## src/rtl/la_ioring_cfgtx.sv

```systemverilog
// IO-ring segment config transmitter: shifts a captured pad-config
// word MSB-first down the pad chain, then pulses a common latch strobe.
module la_ioring_cfgtx #(
  parameter int NPADS  = 4,
  parameter int CFGW   = 8,
  parameter int CLKDIV = 2
) (
  input  logic                  clk,
  input  logic                  reset,
  input  logic                  cfg_valid,
  output logic                  cfg_ready,
  input  logic [NPADS*CFGW-1:0] cfg_data,
  output logic                  ring_sdo,
  output logic                  ring_stb,
  output logic                  ring_latch,
  output logic                  busy,
  output logic                  done
);

  localparam int NBITS = NPADS * CFGW;
  localparam int BW = (NBITS > 1) ? $clog2(NBITS) : 1;
  localparam int DW = (CLKDIV > 1) ? $clog2(CLKDIV) : 1;
  localparam logic [BW-1:0] BIT_LAST = BW'(NBITS - 1);
  localparam logic [DW-1:0] DIV_LAST = DW'(CLKDIV - 1);

  typedef enum logic [1:0] {
    IDLE,
    SHIFT,
    LATCH
  } state_t;

  state_t           state, state_nxt;
  logic [NBITS-1:0] sreg, sreg_nxt, shl;
  logic [BW-1:0]    bitcnt, bitcnt_nxt;
  logic [DW-1:0]    divcnt, divcnt_nxt;
  logic             sdo_nxt, done_nxt;
  logic             accept, bit_end;

  assign shl     = sreg << 1;
  assign accept  = cfg_valid && (state == IDLE);
  assign bit_end = (state == SHIFT) && (divcnt == DIV_LAST);

  assign cfg_ready  = (state == IDLE);
  assign busy       = (state != IDLE);
  assign ring_stb   = bit_end;
  assign ring_latch = (state == LATCH);

  always_comb begin
    state_nxt  = state;
    sreg_nxt   = sreg;
    bitcnt_nxt = bitcnt;
    divcnt_nxt = divcnt;
    sdo_nxt    = ring_sdo;
    done_nxt   = 1'b0;
    unique case (state)
      IDLE: begin
        if (accept) begin
          state_nxt  = SHIFT;
          sreg_nxt   = cfg_data;
          bitcnt_nxt = '0;
          divcnt_nxt = '0;
          sdo_nxt    = cfg_data[NBITS-1];
        end
      end
      SHIFT: begin
        if (!bit_end) begin
          divcnt_nxt = divcnt + DW'(1);
        end else if (bitcnt == BIT_LAST) begin
          // chain is full: park the data line low for the latch cycle
          state_nxt = LATCH;
          sdo_nxt   = 1'b0;
        end else begin
          sreg_nxt   = shl;
          sdo_nxt    = shl[NBITS-1];
          bitcnt_nxt = bitcnt + BW'(1);
          divcnt_nxt = '0;
        end
      end
      LATCH: begin
        state_nxt = IDLE;
        sdo_nxt   = 1'b0;
        done_nxt  = 1'b1;
      end
      default: begin
        state_nxt = IDLE;
        sdo_nxt   = 1'b0;
      end
    endcase
  end

  always_ff @(posedge clk) begin
    if (reset) begin
      state    <= IDLE;
      sreg     <= '0;
      bitcnt   <= '0;
      divcnt   <= '0;
      ring_sdo <= 1'b0;
      done     <= 1'b0;
    end else begin
      state    <= state_nxt;
      sreg     <= sreg_nxt;
      bitcnt   <= bitcnt_nxt;
      divcnt   <= divcnt_nxt;
      ring_sdo <= sdo_nxt;
      done     <= done_nxt;
    end
  end

endmodule

```

## config.mk

```make
export PLATFORM = sky130hd
export DESIGN_NAME = la_ioring_cfgtx
export DESIGN_NICKNAME = d
export VERILOG_FILES = /design/src/rtl/la_ioring_cfgtx.sv
export SDC_FILE = /design/constraint.sdc
export NUM_CORES = 1
export LEC_CHECK = 0
export ABC_CLOCK_PERIOD_IN_PS = 1900
export CAP_MARGIN = 20
export CORE_ASPECT_RATIO = 0.5
export CORE_MARGIN = 2
export CORE_UTILIZATION = 35
export CTS_CLUSTER_DIAMETER = 50
export DETAILED_ROUTE_END_ITERATION = 10
export SYNTH_ARGS = -nofsm -noshare
export SYNTH_HDL_FRONTEND = slang
export SYNTH_SLANG_ARGS = --single-unit
```

## constraint.sdc

```tcl
create_clock -name clk -period 1.9 [get_ports clk]
set_input_delay 0.38 -clock clk [delete_from_list [all_inputs] [get_ports clk]]
set_output_delay 0.38 -clock clk [all_outputs]
set_load 0.01 [all_outputs]
```

Word-level counts from Yosys, hierarchy flattened
Index checks and enable logic that the tools add are counted.
{"block": "word_totals", "elab_cells": 46, "output_inout_bits": 6, "regBits": 41}
{"block": "op_classes", "muxes": 21, "n_reduce_logical": 9, "n_eq_ne": 8, "addsub": 2}
{"op": "$mux W31", "count": 3}
{"op": "$pmux W31 S2", "count": 1}
{"op": "$mux W5", "count": 3}
{"op": "$pmux W5 S2", "count": 1}
{"op": "$mux W1", "count": 7}
{"op": "$mux W2", "count": 3}
{"op": "$reduce_and A3 Y1", "count": 2}
{"op": "$add A5 B1 Y5 const B", "count": 1}
{"op": "$eq A5 B5 Y1 const B", "count": 1}
{"op": "$ne A2 B1 Y1 const B", "count": 2}
{"op": "$ne A2 B2 Y1 const B", "count": 2}
{"op": "$pmux W1 S2", "count": 2}
{"op": "$pmux W2 S2", "count": 1}
{"op": "$reduce_and A4 Y1", "count": 1}
{"op": "$reduce_bool A2 Y1", "count": 2}
{"op": "$ne A3 B3 Y1 const B", "count": 1}
{"op": "$eq A2 B1 Y1 const B", "count": 1}
{"op": "$eq A2 B2 Y1 const B", "count": 1}
{"op": "$logic_and A1 B1 Y1", "count": 2}
{"op": "$logic_not A2 Y1", "count": 1}
{"op": "$reduce_and A2 Y1", "count": 1}
{"op": "$add A1 B1 Y1 const B", "count": 1}

Logic depth before layout (Yosys ltp)
{"block": "logic_depth", "word_depth": 4, "depth_mapped": 8, "depth_no_buf": 6}

Least setup slack after synthesis
Ideal clock, no wire load.
{"block": "synth_timing", "kind": "register to register", "start": "reg bitcnt[0]", "end": "reg bitcnt[2]", "synth_period_minus_slack_ps": 1781, "path_slack_ps": 119, "path_buffers": 2, "arrival_time_ps": 1701, "t_required_ps": 1820, "setup_time_ps": 80, "stages_incl_launch_ff": 9, "cell_sequence": "dfxtp_1 -> ha_1 -> and3_1 -> ha_1 -> and4bb_1 -> buf_4 -> buf_8 -> a21oi_1 -> a211oi_2"}
{"block": "synth_via", "elab_chain_cells": 4}
{"item": "start, declared", "line": "34", "source": "logic [BW-1:0] bitcnt, bitcnt_nxt;"}
{"item": "start signal, assigned", "line": "102", "source": "bitcnt <= bitcnt_nxt;"}
{"item": "$add A5 B1 Y5", "line": "75", "source": "bitcnt_nxt = bitcnt + BW'(1);"}
{"item": "$mux W5", "line": "68", "source": "end else if (bitcnt == BIT_LAST) begin"}
{"item": "$mux W5", "line": "66", "source": "if (!bit_end) begin"}
{"item": "$pmux W5 S2", "line": "55", "source": "unique case (state)"}
Parallel ways exist; a longest one is shown, timed or not. The select of a mux whose other input is x is not followed.
A chain may end at the register's enable or synchronous reset.

Worst setup path after layout
{"block": "layout_timing", "start": "reg bitcnt[1]", "end": "reg sreg[17]"}
{"block": "layout_via", "elab_chain_cells": 3}
{"item": "$eq A5 B5 Y1", "line": "68"}
{"item": "$ne A2 B2 Y1 (no line)"}
{"item": "$reduce_and A4 Y1 (no line)"}
{"item": "end signal, assigned", "line": "101", "source": "sreg <= sreg_nxt;"}
{"item": "end, declared", "line": "33", "source": "logic [NBITS-1:0] sreg, sreg_nxt, shl;"}
Every way passes these cells.

==> results.json <==
{
  "outcome": "finished clean",
  "hold_ws_ns": 0.413,
  "initial_core_util": 0.371,
  "grt_pass1_vias": 1666,
  "grt_pass1_wl_mm": 8.17,
  "synth-async-reset-ratio": 0,
  "synth_seq_cells": 41,
  "cts_hold_buf": 0,
  "powerDensity_mw_per_mm2": 808,
  "crit_fanout": 6,
  "wire_per_inst_um": 15.9,
  "ir_drop_mv": 0.371,
  "core_mm2": 0.00623,
  "power_leakage_uw": 0.00129,
  "wl_mm": 5.42,
  "insertion_delay_ns": 0.28,
  "fillers": 544,
  "clkPwrFrac": 0.385,
  "fin_crit_sh": 0.992,
  "p_sw_uw": 674,
  "cts_max_path_buffers": 2,
  "hp-class": "in2reg",
  "grt_max_degree": 39,
  "area_growth_pct": 38.8,
  "ios": 41,
  "synth_top_family_by_area": "compound AO/OA/AOI/OAI gates",
  "viasPerCell": 5.09,
  "num_antenna_cells": 0,
  "synth_area_mm2": 0.00231,
  "clock_sinks": 41,
  "clkSlewWorstSetupHoldPaths_ns": 0.06,
  "regToRegSetupSlack_ns": 0.01,
  "drc_errors": 0,
  "die_w_um": 119,
  "place_congestion": 0.722,
  "syn-instance-count": 197,
  "synthFlopType": "dfxtp_1",
  "synth_xor_area_frac": 0,
  "rows": 20,
  "final_common_cell": "dfxtp_1",
  "ys_warn_count": 0,
  "numCtsBuffers": 5,
  "die_area_mm2": 0.00732,
  "gr-total-overflow": 0,
  "setup_tns_ns": 0,
  "drt_first_pass_iters": 4,
  "synthSimpleGateAreaFrac": 0.199,
  "synth_edf_count": 0,
  "postSynthAreaPerCell_um2": 11.7,
  "grt_antenna_before_repair": 0,
  "h-tree-depth": 2,
  "end_kind": "register",
  "max-cap-violations": 0,
  "nets": 289,
  "postRouteAntennaNets": 0,
  "cp.arrival_ns": 2.08,
  "ys_seq_area_frac": 0.355,
  "switching_share": 0.260,
  "synth-adder-area-share": 0.0108,
  "final-hold-violation-count": 0,
  "fmaxAchievable_ghz": 0.530,
  "combPwrFrac": 0.233,
  "vias": 1737,
  "track_usage": 0.144,
  "drive_above_1_share": 0.411,
  "internal_power_uw": 1920,
  "maxSlewHeadroom": 0.598,
  "maxSlewViolCount": 0,
  "fin_worst_skew_ns": 0.00454,
  "die_y_um": 61.5,
  "final.min_clock_period_ns": 1.89,
  "synth_compound_area_frac": 0.205,
  "cts_tree": "built",
  "mostFrequentLayoutCells": "dfxtp_1, clkdlybuf4s50_1, mux2i_1",
  "hpwl_mm": 3.34,
  "drt-initial-drc-count": 139,
  "io_buffers": 40,
  "final-setup-viol-count": 0,
  "crit_type": "reg2reg",
  "required_ns": 2.10,
  "tightest_slew_ns": 0.604,
  "seq_power_share": 0.382,
  "cp-start-kind": "register",
  "synth_cell_type_count": 37,
  "root_buffer": "clkbuf_16",
  "synth.net_count": 234,
  "muxShareOfSynthArea": 0.134
}
[per-stage QoR]
stage	cell area (um^2)	util	cells	worst slack, ns	total power (uW)
2_1_floorplan	2310	-	197	0.119	1420
3_3_place_gp	2840	0.456	324	0.0420	1580
3_5_place_dp	2840	0.456	324	-0.0245	1590
4_1_cts	3030	0.486	334	0.0121	2590
5_1_grt	3210	0.516	341	-0.0190	2690
6_report	3210	0.516	341	0.0145	2600
[cell usage after synthesis (2+ instances only)]
master         instances  area (um^2)
dfxtp_1               41          821
mux2i_1               31          310
a211oi_2              28          350
nor3_2                27          270
a21oi_1                6         30.0
buf_4                  5         37.5
nand3_1                5         25.0
buf_8                  4         60.1
nand2b_1               4         25.0
nor3_1                 4         20.0
a211oi_1               3         22.5
and3_1                 3         18.8
buf_12                 3         60.1
nor2_1                 3         11.3
buf_2                  2         10.0
buf_6                  2         22.5
dlygate4sd1_1          2         17.5
ha_1                   2         25.0
inv_1                  2         7.51
nand4_1                2         12.5
o21a_1                 2         15.0
[cells by family after synthesis]
family	count (synthesis)
AND/OR/NAND/NOR	55
multiplexers	31
adder cells (fa/ha/maj)	2
AO/OA/AOI/OAI	46
flip-flops	41
buffers and inverters	22
[power by group through the flow]
stage                     Sequential (uW)  Combinational [uW]  Clock [uW]
after CTS                             991                 581        1010
after global placement               1010                 570           0
after detailed placement             1010                 580           0
final                                 992                 604        1000
after floorplan                      1000                 419           0
after global routing                 1000                 650        1040
[layer usage]
metal	track usage	up-vias	part of all wire
met5	0	-	0
met4	0.0408	0	0.0085
met3	0.0426	4	0.046
met2	0.239	38	0.45
met1	0.188	841	0.49
li1	-	854	-
[path summary, 6_finish.rpt]
path	start	to	cells after the start
min	reset	state[0]$_SDFFE_PP0P_	3
max	bitcnt[1]$_SDFFE_PP0P_	sreg[17]$_SDFFE_PP0P_	8
max reg2reg	bitcnt[1]$_SDFFE_PP0P_	sreg[17]$_SDFFE_PP0P_	8
min reg2reg	bitcnt[4]$_SDFFE_PP0P_	bitcnt[4]$_SDFFE_PP0P_	2
[worst max-delay path, cell delays in order (launching register included)]
cell and delay, ns:
dfxtp_4 0.36, ha_4 0.17, and3_4 0.17, ha_2 0.17
and4bb_4 0.35, buf_12 0.15, clkbuf_16 0.16, nor3_1 0.05
a211oi_1 0.21
[flip-flops by register name, summed over array words and instances, names as in the netlist]
name,cells
done,1
bitcnt,5
sreg,31
divcnt,1
ring_sdo,1
state,2
[final cells by class]
| cell class | count | area (um^2) | area share |
|---|---|---|---|
| Tap cell | 88 | 110 | 0.0343 |
| Clock buffer | 7 | 143 | 0.0444 |
| Multi-Input combinational cell | 134 | 1340 | 0.415 |
| Timing Repair Buffer | 67 | 759 | 0.236 |
| Inverter | 3 | 11.3 | 0.00350 |
| Clock inverter | 1 | 30.0 | 0.00935 |
| Sequential cell | 41 | 825 | 0.257 |
[timing repair]
item,in CTS,in global routing
setup buffers,2,3
endpoints found under the hold margin,0,0
cloned,0,4
resized for setup,2,14
pin swaps,1,5
setup endpoints to repair,23,39
Power figures use the tool's default switching activity.
